[config.mk]
export PLATFORM = sky130hd
export DESIGN_NAME = seg_scan_driver
export DESIGN_NICKNAME = d
export VERILOG_FILES = /design/src/rtl/seg_scan_driver.sv
export SDC_FILE = /design/constraint.sdc
export NUM_CORES = 1
export LEC_CHECK = 0
export BUFFER_PORTS_ARGS = -buffer_cell sky130_fd_sc_hd__buf_2
export CAP_MARGIN = 0
export CORE_ASPECT_RATIO = 0.8
export CORE_MARGIN = 1.5
export CORE_UTILIZATION = 30
export DETAILED_ROUTE_END_ITERATION = 8
export MAX_ROUTING_LAYER = met4
export PLACE_DENSITY_LB_ADDON = 0.05
export SKIP_LAST_GASP = 1
export SLEW_MARGIN = 20
export SYNTH_ARGS = -nofsm -noshare
export SYNTH_HDL_FRONTEND = slang
export SYNTH_SLANG_ARGS = --single-unit
[constraint.sdc]
create_clock -name clk -period 2.05 [get_ports clk]
set_clock_uncertainty 0.05 [all_clocks]
set_input_delay 0.205 -clock clk [delete_from_list [all_inputs] [get_ports clk]]
set_output_delay 0.205 -clock clk [all_outputs]
set_load 0.02 [all_outputs]
[src/rtl/seg_scan_driver.sv]
// Time-multiplexed DIGITS x 7-segment scanner with per-digit blink, decimal points and frame snapshot.
// Outputs registered one cycle after idx/snapshot; no backpressure; LEADING_ZERO_BLANK_EN enables leading-zero blanking.
module seg_scan_driver #(
  parameter int DIGITS       = 4,
  parameter int SCAN_DIV     = 100000,
  parameter int BLINK_FRAMES = 100,
  parameter bit ACTIVE_LOW   = 1'b1
) (
  input  logic                clk,
  input  logic                resetn,
  input  logic                enable,
  input  logic [4*DIGITS-1:0] num,
  input  logic [DIGITS-1:0]   dp_mask,
  input  logic [DIGITS-1:0]   blink_mask,
  output logic [7:0]          seg,
  output logic [DIGITS-1:0]   anode,
  output logic                frame_tick
);

  localparam int PW = $clog2(SCAN_DIV);
  localparam int IW = $clog2(DIGITS);
  localparam int BW = (BLINK_FRAMES > 1) ? $clog2(BLINK_FRAMES) : 1;

  localparam logic [PW-1:0]     PRE_LAST   = PW'(SCAN_DIV - 1);
  localparam logic [IW-1:0]     IDX_LAST   = IW'(DIGITS - 1);
  localparam logic [BW-1:0]     BLINK_LAST = BW'(BLINK_FRAMES - 1);
  localparam logic [7:0]        SEG_OFF    = ACTIVE_LOW ? 8'hFF : 8'h00;
  localparam logic [DIGITS-1:0] ANODE_OFF  = ACTIVE_LOW ? {DIGITS{1'b1}} : {DIGITS{1'b0}};

  typedef struct packed {
    logic [4*DIGITS-1:0] num;
    logic [DIGITS-1:0]   dp;
    logic [DIGITS-1:0]   blink;
  } snap_t;

  logic [PW-1:0]     pre_cnt;
  logic [IW-1:0]     idx;
  logic [BW-1:0]     blink_cnt;
  logic              blink_hidden;
  snap_t             snap;
  logic              slot_end;
  logic              frame_end;
  logic [DIGITS-1:0] lead_zero;
  logic [3:0]        cur_nib;
  logic              cur_dp;
  logic              cur_blink;
  logic              cur_blank;
  logic [DIGITS-1:0] anode_hot;
  logic [7:0]        seg_hi;

  function automatic logic [6:0] seg7(input logic [3:0] n);
    case (n)
      4'd0:    seg7 = 7'b0111111;
      4'd1:    seg7 = 7'b0000110;
      4'd2:    seg7 = 7'b1011011;
      4'd3:    seg7 = 7'b1001111;
      4'd4:    seg7 = 7'b1100110;
      4'd5:    seg7 = 7'b1101101;
      4'd6:    seg7 = 7'b1111101;
      4'd7:    seg7 = 7'b0000111;
      4'd8:    seg7 = 7'b1111111;
      4'd9:    seg7 = 7'b1101111;
      default: seg7 = 7'b0000000;
    endcase
  endfunction

  assign slot_end  = enable && (pre_cnt == PRE_LAST);
  assign frame_end = slot_end && (idx == IDX_LAST);

  // All scan state freezes while enable is low so scanning resumes mid-frame.
  always_ff @(posedge clk or negedge resetn) begin
    if (!resetn) begin
      pre_cnt      <= '0;
      idx          <= '0;
      blink_cnt    <= '0;
      blink_hidden <= 1'b0;
      snap         <= '0;
    end else begin
      if (enable) begin
        pre_cnt <= slot_end ? '0 : pre_cnt + 1'b1;
      end
      if (slot_end) begin
        idx <= frame_end ? '0 : idx + 1'b1;
      end
      if (frame_end) begin
        snap.num   <= num;
        snap.dp    <= dp_mask;
        snap.blink <= blink_mask;
        if (blink_cnt == BLINK_LAST) begin
          blink_cnt    <= '0;
          blink_hidden <= ~blink_hidden;
        end else begin
          blink_cnt <= blink_cnt + 1'b1;
        end
      end
    end
  end

`ifdef LEADING_ZERO_BLANK_EN
  logic lz_run;

  // lead_zero[i] is indexed by digit position (0 = leftmost); the rightmost digit always shows.
  always_comb begin
    lz_run    = 1'b1;
    lead_zero = '0;
    for (int i = 0; i < DIGITS - 1; i++) begin
      lz_run       = lz_run && (snap.num[4*(DIGITS-1-i) +: 4] == 4'd0);
      lead_zero[i] = lz_run;
    end
  end
`else
  assign lead_zero = '0;
`endif

  always_comb begin
    cur_nib   = '0;
    cur_dp    = 1'b0;
    cur_blink = 1'b0;
    cur_blank = 1'b0;
    anode_hot = '0;
    for (int i = 0; i < DIGITS; i++) begin
      if (idx == IW'(i)) begin
        cur_nib                = snap.num[4*(DIGITS-1-i) +: 4];
        cur_dp                 = snap.dp[DIGITS-1-i];
        cur_blink              = snap.blink[DIGITS-1-i];
        cur_blank              = lead_zero[i];
        anode_hot[DIGITS-1-i]  = 1'b1;
      end
    end
    seg_hi = {cur_dp, seg7(cur_nib)};
    if (cur_blank) begin
      seg_hi[6:0] = '0;
    end
    // Hidden blink phase keeps the anode on but darkens every segment including dp.
    if (blink_hidden && cur_blink) begin
      seg_hi = '0;
    end
  end

  always_ff @(posedge clk or negedge resetn) begin
    if (!resetn) begin
      seg        <= SEG_OFF;
      anode      <= ANODE_OFF;
      frame_tick <= 1'b0;
    end else begin
      frame_tick <= frame_end;
      if (enable) begin
        seg   <= seg_hi ^ SEG_OFF;
        anode <= anode_hot ^ ANODE_OFF;
      end else begin
        seg   <= SEG_OFF;
        anode <= ANODE_OFF;
      end
    end
  end

endmodule
Yosys cells after proc, flatten, opt, wreduce, memory -nomap -nowiden. Memories as Yosys holds them, arrays and structs flattened. Cells that the tools add are included.

$add $sub $neg: 3. Equal/unequal tests: 5. Mux-type cells: 22. Bitwise gates (word level): 3. Reductions and logical operators: 5.

Operators with widths (count): $mux W4 (5); $add A17 B1 Y17 const B (1); $eq A17 B17 Y1 const B (1); $mux W17 (1); $mux W8 (2); $mux W1 (12); $not A8 Y8 (1); $add A7 B1 Y7 const B (1); $eq A7 B7 Y1 const B (1); $mux W7 (1); $eq A2 B2 Y1 const B (2); $not A4 Y4 (1); $logic_and A1 B1 Y1 (3); $add A2 B1 Y2 const B (1); $eq A2 B1 Y1 const B (1); $logic_not A2 Y1 (1); $mux W2 (1); $reduce_and A2 Y1 (1); $not A1 Y1 (1).

Bits in registers: 64. ROM bits: 112. Word-level logic and storage cells: 49. Memories kept: 1.

Memories: (no name shown) (depth 16, width 7, read ports 1, clocked after Yosys merged registers in 0, write ports 0, line 52) `case (n)`.

Longest topological paths before layout. Gate-level depths: netlist of the first run.

Depth after elaboration: 9. Gate-level depth with buffers: 11. Gate-level depth less buffers: 10.

Least setup slack after synthesis of the first run. No wires, ideal clock.

Kind: reg-to-reg. Start: reg idx[1]. End: reg seg[1]. Setup time: 0.060 ns. Arrival time: 1.961 ns. Required time: 1.940 ns. Slack: -0.021 ns. Cell stages (with the launch flop): 11. Buffers on the path: 1. Clock period less this slack: 2.071 ns. Path through: dfrtp_1 > inv_1 > ha_1 > buf_2 > nor2b_1 > a221oi_1 > nor3_1 > a21oi_1 > ha_1 > o21ai_0 > a21o_1.

Word-level cells in the longest chain between the ends: 9. Elaborated cells on any way between the ends: 17. Those cells by class: eq/ne: 3; mux: 10; bitwise: 1; reduce/logical: 2; memory: 1.

RTL lines: from (decl) (line 37) `logic [IW-1:0] idx;`; from (signal assigned) (line 83) `idx <= frame_end ? '0 : idx + 1'b1;`; $logic_not A2 Y1 (line 122) `if (idx == IW'(i)) begin`; $mux W4 or $mux W1 (tied branches) (4 in series) (line 122); $mem_v2 Z16 W7 or $logic_and A1 B1 Y1 (tied branches); $mux W8 (*) (line 135) `if (blink_hidden && cur_blink) begin`; $not A8 Y8 (no line) (*); $mux W8 (*) (line 147) `if (enable) begin`; to (signal assigned) (line 148) `seg <= seg_hi ^ SEG_OFF;`; to (decl) (line 15) `output logic [7:0] seg,`.

Mark *: on every way between the ends. The rest lies on a longest branch, timed or not. A chain may end at the register's enable or synchronous reset.

Worst setup path after layout of the first run.
Start: reg idx[1]. End: reg seg[2].

Same word-level chain as after synthesis.

==> impl_metrics.toml, run 1 <==
[placement]
post-place-ws_ns = -0.1322
dpl-instance-area_um2 = 3654
dp_cells = 460
numPortBuffers = 39
gp_congestion = 0.7184
dpl.hpwl_um = 4644

[routing]
routed_wl_um = 6676
routed-via-count = 2232
drt_iter0_markers = 76
first_pass_iters = 4
drcViolationCount = 0
ant_nets = 0
viasPerCell = 4.631
wl_per_cell_um = 13.85

[status]
outcome = "complete, no violations"

[clock_tree]
cts_tree = "yes"
clock-root-buffer = "clkbuf_16"
path_clk_slew_ns = 0.06
cts_buffer_depth = 2
cts_max_level = 3
cts.sinks = 64
clk_latency_ns = 0.33
cts_made_buffers = 9

[global_routing]
grt_pass1_wl_um = 11310
grt_overflow = 0
grt_pass1_vias = 2168
grt_max_degree = 65
antenna_found_initial = 0
groute.usage.overall_pct = 14.07

[floorplan]
core-area_um2 = 9769
io_pins = 40
rows = 32
die_area_um2 = 10800
die_h_um = 93.27
start_util_pct = 31.28
die_x_um = 115.8

[timing]
fin_crit_sh_pct = 99.08
setup_viol_count_final = 0
rsz0062_at_grt = "yes"
fmax_ghz = 0.4923
setup_slack_ns = 0.01878
slew_violations = 0
tightest_slew_ns = 0.4380
fin_crit_ns = 2.031
fin_setup_tns_ns = 0
slew_headroom_pct = 70.58
hold_violations = 0

[logic_synthesis]
ys_seq_elements = 64
syn-instance-count = 263
avgSynthCellArea_um2 = 11.62
syn_nets = 302
yosysWarningCount = 0
synthArstFlopShare_pct = 100.0
yosysSeqAreaShare_pct = 52.91
yosysUniqueCellTypes = 46
synth_edf_count = 0
ys.flop_type = "dfrtp_1"
syn_area_um2 = 3055

[critical_path]
cpMostUsedCell = "buf_4"
crit_arrival_ns = 2.23
r2r-end = "seg[2]"
end_kind = "register"
r2r_start = "idx[1]"
slowest_delay_ns = 0.39
critPathMaxFanout = 7
cp-start-kind = "register"
cp_data_required_time_ns = 2.25
rrSetupSlack_ns = 0.02
crit_type = "reg -> reg"
crit_chain = "inv_2 > ha_4 > nor2b_4 > buf_4 > a221o_1 > a22oi_1 > buf_4 > buf_4 > nor2_1 > o21ai_1"
cp_slowest_cell = "dfrtp_1"
worst_r2r_path_depth = 10

[power]
power_density_nw_per_um2 = 772.3
irDropWorstVdd_uv = 343.0
total_power_uw = 3262
leakagePower_uw = 0.001906

[finish]
design_area_um2 = 4224
drive_gt1_share_pct = 47.40
syn_to_final_growth_pct = 38.25
layout.cells.non_filler = 482
finalNetCount = 380
diodes = 0

[min_path]
hp-class = "in -> reg"
worstHoldEndpoint = "snap[12]"
min-delay-start = "num[4]"
hold_path_depth = 2

[job]
cap_violations = 0
[layout by cell type, fill, tap and decap left out, types with 3 or more instances in the layout]
master / netlist / layout
nand4_1: 7 / 7
nor3_1: 7 / 5
a21oi_1: 9 / 5
ha_4: 0 / 8
ha_1: 12 / 4
dfrtp_1: 52 / 52
nand3_1: 5 / 5
inv_2: 0 / 4
inv_1: 7 / 3
nor2_1: 11 / 10
buf_6: 0 / 3
xnor2_1: 7 / 7
mux2_2: 26 / 26
dfstp_2: 12 / 12
a21o_1: 4 / 4
xor2_1: 6 / 6
buf_2: 8 / 39
nand2_1: 23 / 22
a21oi_2: 0 / 4
or3_1: 4 / 4
clkbuf_16: 0 / 9
nand3b_1: 4 / 4
mux2i_1: 4 / 4
buf_4: 0 / 32
o21ai_0: 14 / 10
[report_power, final]
part           switching [uW]  leakage (uW)  total, uW  internal [uW]
combinational             115      0.000920        221            106
clock                     546      0.000160       1640           1090
sequential               68.6      0.000826       1410           1340
[Yosys cell counts (all sizes together), types with 5 or more instances]
library cell | count | area, um2
dfrtp | 52 | 1301
mux2 | 26 | 292.8
nand2 | 23 | 86.33
o21ai | 14 | 70.07
dfstp | 12 | 315.3
ha | 12 | 150.1
nor2 | 11 | 41.29
a21oi | 9 | 45.04
buf | 8 | 40.04
nand3 | 8 | 62.56
nor3 | 8 | 45.04
inv | 7 | 26.28
nand4 | 7 | 43.79
xnor2 | 7 | 61.31
xor2 | 6 | 52.55
or3 | 5 | 36.28
[worst max path at each step]
stage	startpoint	end	depth (start not counted)
floorplan	idx[1]	seg[1]	10
global placement	idx[1]	seg[3]	9
detailed placement	idx[1]	seg[1]	9
CTS	idx[0]	seg[1]	8
global route	idx[1]	seg[1]	9
finish	idx[1]	seg[2]	10
[logic make-up after synthesis]
| family | share of synthesized area [%] |
|---|---|
| AO/OA/AOI/OAI | 9.255 |
| XOR/XNOR | 3.726 |
| adder cells (fa/ha/maj) | 4.914 |
| buffers and inverters | 2.416 |
| flip-flops | 52.91 |
| multiplexers | 10.89 |
| AND/OR/NAND/NOR | 15.89 |
[layout make-up]
type	instances	area [um2]
Fill cell	949	5545
Sequential cell	64	1617
Multi-Input combinational cell	182	1570
Timing Repair Buffer	77	519.2
Clock buffer	10	239.0
Tap cell	136	170.2
Clock inverter	6	82.58
Inverter	7	26.28
[stage by stage]
| step | hold slack, ns | util (%) |
|---|---|---|
| finish | 0.05439 | 43.24 |
| global route | 0.04494 | 43.24 |
| CTS | 0.04636 | 41.80 |
| detailed placement | 0.2021 | 37.40 |
| global placement | 0.2040 | 37.40 |
| floorplan | -0.1406 | - |
[worst max-delay path: cells and delay by family, from the launching register on]
family / cells / cell delay [ns]
flops: 1 / 0.39
simple gates: 2 / 0.09
fa+ha+maj: 1 / 0.21
compound gates: 3 / 0.65
buf+inv: 4 / 0.53
[routing by layer]
metal  wire length (um)  vias to the layer above  GRT usage, %
li1                   -                     1109             -
met1               3717                     1075         21.48
met2               2630                       39         17.30
met3                262                        9         4.537
met4                 65                        0         3.963
met5                  0                        -             -
[sequential cells by signal, summed over array words and instances, names as in the netlist]
signal / cells
blink_cnt: 7
frame_tick: 1
idx: 2
blink_hidden: 1
anode: 4
snap: 24
pre_cnt: 17
seg: 8
[timing repair]
| action | in CTS | in global routing |
|---|---|---|
| pin swaps | 4 | 17 |
| hold endpoints to repair | 52 | 0 |
| resized for setup | 17 | 28 |
| setup endpoints to repair | 7 | 7 |
| hold buffers | 1 | 0 |
| buffers inserted | 4 | 2 |
(Power assumes the default switching activity.)
==> run 2, diff against run 1 <==
BUFFER_PORTS_ARGS = -buffer_cell sky130_fd_sc_hd__clkbuf_2   (was -buffer_cell sky130_fd_sc_hd__buf_2)
==> run 2 against run 1 <==
Maximum frequency decreased by 1.2%. Flip-flop and latch count unchanged. First-iteration DRC count increased by 29%. Via count increased by 0.13%. Die area unchanged. Critical endpoint is now seg[3]. Total power increased by 0.28%. The flow now finishes with violations (setup timing). Combinational power increased by 9.5%. Register-to-register slack got worse by 0.02 ns. Non-clock buffer count increased by 1. Worst setup slack got worse by 0.024 ns.
==> impl_metrics.toml, run 2 (same netlist as run 1, synthesis figures left out) <==
[status]
outcome = "complete, but fails checks"
violations = "setup timing"

[floorplan]
core-area_um2 = 9769
die_x_um = 115.8
start_util_pct = 31.28
rows = 32
die_h_um = 93.27
die_area_um2 = 10800
io_pins = 40

[min_path]
worstHoldEndpoint = "snap[4]"
hp-class = "in -> reg"
hold_path_depth = 2
min-delay-start = "dp_mask[0]"

[routing]
viasPerCell = 4.627
ant_nets = 0
drt_iter0_markers = 98
first_pass_iters = 4
wl_per_cell_um = 14.24
drcViolationCount = 0
routed_wl_um = 6879
routed-via-count = 2235

[timing]
fin_crit_sh_pct = 100.3
setup_viol_count_final = 1
tightest_slew_ns = 0.4813
slew_violations = 0
slew_headroom_pct = 67.67
hold_violations = 0
fin_crit_ns = 2.055
fin_hold_ws_ns = 0.05931
fmax_ghz = 0.4865
setup_slack_ns = -0.005438
rsz0062_at_grt = "yes"

[finish]
syn_to_final_growth_pct = 36.81
largest_reg_flops = 24
layout.cells.non_filler = 483
regMostFlops = "snap"
design_area_um2 = 4180
finalNetCount = 381
diodes = 0
drive_gt1_share_pct = 46.11
largest_registers = "snap: 24 flops, pre_cnt: 17 flops, seg: 8 flops"
layout_common_cells = "dfrtp_1 (52), clkbuf_2 (39), buf_4 (33)"
final_common_cell = "dfrtp_1"

[critical_path]
r2r_start = "idx[1]"
rrSetupSlack_ns = -0.005
worst_r2r_path_depth = 10
cp_data_required_time_ns = 2.25
cp_slowest_cell = "dfrtp_1"
slowest_delay_ns = 0.39
crit_chain = "inv_2 > ha_4 > buf_6 > a221oi_4 > nor3_2 > a21oi_2 > buf_4 > ha_4 > mux2i_2 > a21oi_2"
r2r-end = "seg[3]"
critPathMaxFanout = 4
crit_type = "reg -> reg"
end_kind = "register"
cp-start-kind = "register"
crit_arrival_ns = 2.26

[power]
leakagePower_uw = 0.001912
irDropWorstVdd_uv = 401.6
total_power_uw = 3271
power_density_nw_per_um2 = 782.6

[clock_tree]
cts_buffer_depth = 2
clk_latency_ns = 0.33
cts_made_buffers = 9
cts.sinks = 64
cts_max_level = 3
path_clk_slew_ns = 0.05
clock-root-buffer = "clkbuf_16"
cts_tree = "yes"

[global_routing]
grt_pass1_wl_um = 11010
grt_overflow = 0
groute.usage.overall_pct = 13.97
grt_pass1_vias = 2141
antenna_found_initial = 0
grt_max_degree = 65

[placement]
dpl-instance-area_um2 = 3661
numPortBuffers = 39
dp_cells = 461
gp_congestion = 0.7349
dpl.hpwl_um = 4759

[job]
cap_violations = 0
-- run 2: critical path: cells and delay by family (launching register included) --
family / cells / cell delay [ns]
flops: 1 / 0.39
fa+ha+maj: 2 / 0.39
mux: 1 / 0.17
compound gates: 3 / 0.54
buf+inv: 3 / 0.37
simple gates: 1 / 0.07
-- run 2: metrics by stage --
step	worst slack [ns]	setup TNS, ns	utilization [%]
final	-0.005438	-0.005438	42.79
after global routing	-0.1134	-0.4023	42.79
after CTS	0.007572	0	41.96
after detailed placement	-0.1322	-0.6536	37.47
after global placement	-0.04367	-0.1898	37.47
after floorplan	0.08024	0	-
-- run 2: repair_timing --
| item | 4_1_cts | 5_1_grt |
|---|---|---|
| setup buffers | 3 | 3 |
| pin swaps | 7 | 17 |
| endpoints found under the setup margin | 8 | 7 |
| hold buffers | 1 | 0 |
| hold endpoints to repair | 52 | 0 |
| gates resized for setup | 22 | 15 |
-- run 2: metal layers --
| layer | vias up | track usage (%) | part of all wire [%] |
|---|---|---|---|
| li1 | 1105 | - | - |
| met1 | 1073 | 20.88 | 54 |
| met2 | 48 | 17.55 | 40 |
| met3 | 9 | 4.472 | 4.4 |
| met4 | 0 | 4.268 | 1.2 |
| met5 | - | - | 0 |
-- run 2: how the worst max path moves through the flow --
stage | from | end | cells past startpoint | slack, ns
final | idx[1] | seg[3] | 10 | -0.005
after global routing | idx[0] | seg[3] | 10 | -0.11
after CTS | idx[0] | seg[0] | 8 | 0.008
after detailed placement | idx[1] | seg[1] | 9 | -0.13
after global placement | idx[1] | seg[1] | 9 | -0.04
after floorplan | idx[1] | seg[1] | 10 | 0.08
-- run 2: layout make-up --
cell class / count / area [um2]
Inverter: 7 / 26.28
Tap cell: 136 / 170.2
Clock inverter: 3 / 65.06
Multi-Input combinational cell: 182 / 1525
Timing Repair Buffer: 78 / 526.8
Sequential cell: 64 / 1617
Clock buffer: 13 / 250.2
Fill cell: 975 / 5589
-- run 2: power by group --
group	total, uW	internal, uW	switching [uW]
logic	242	118	124
registers	1400	1340	61.5
clock network	1630	1100	534
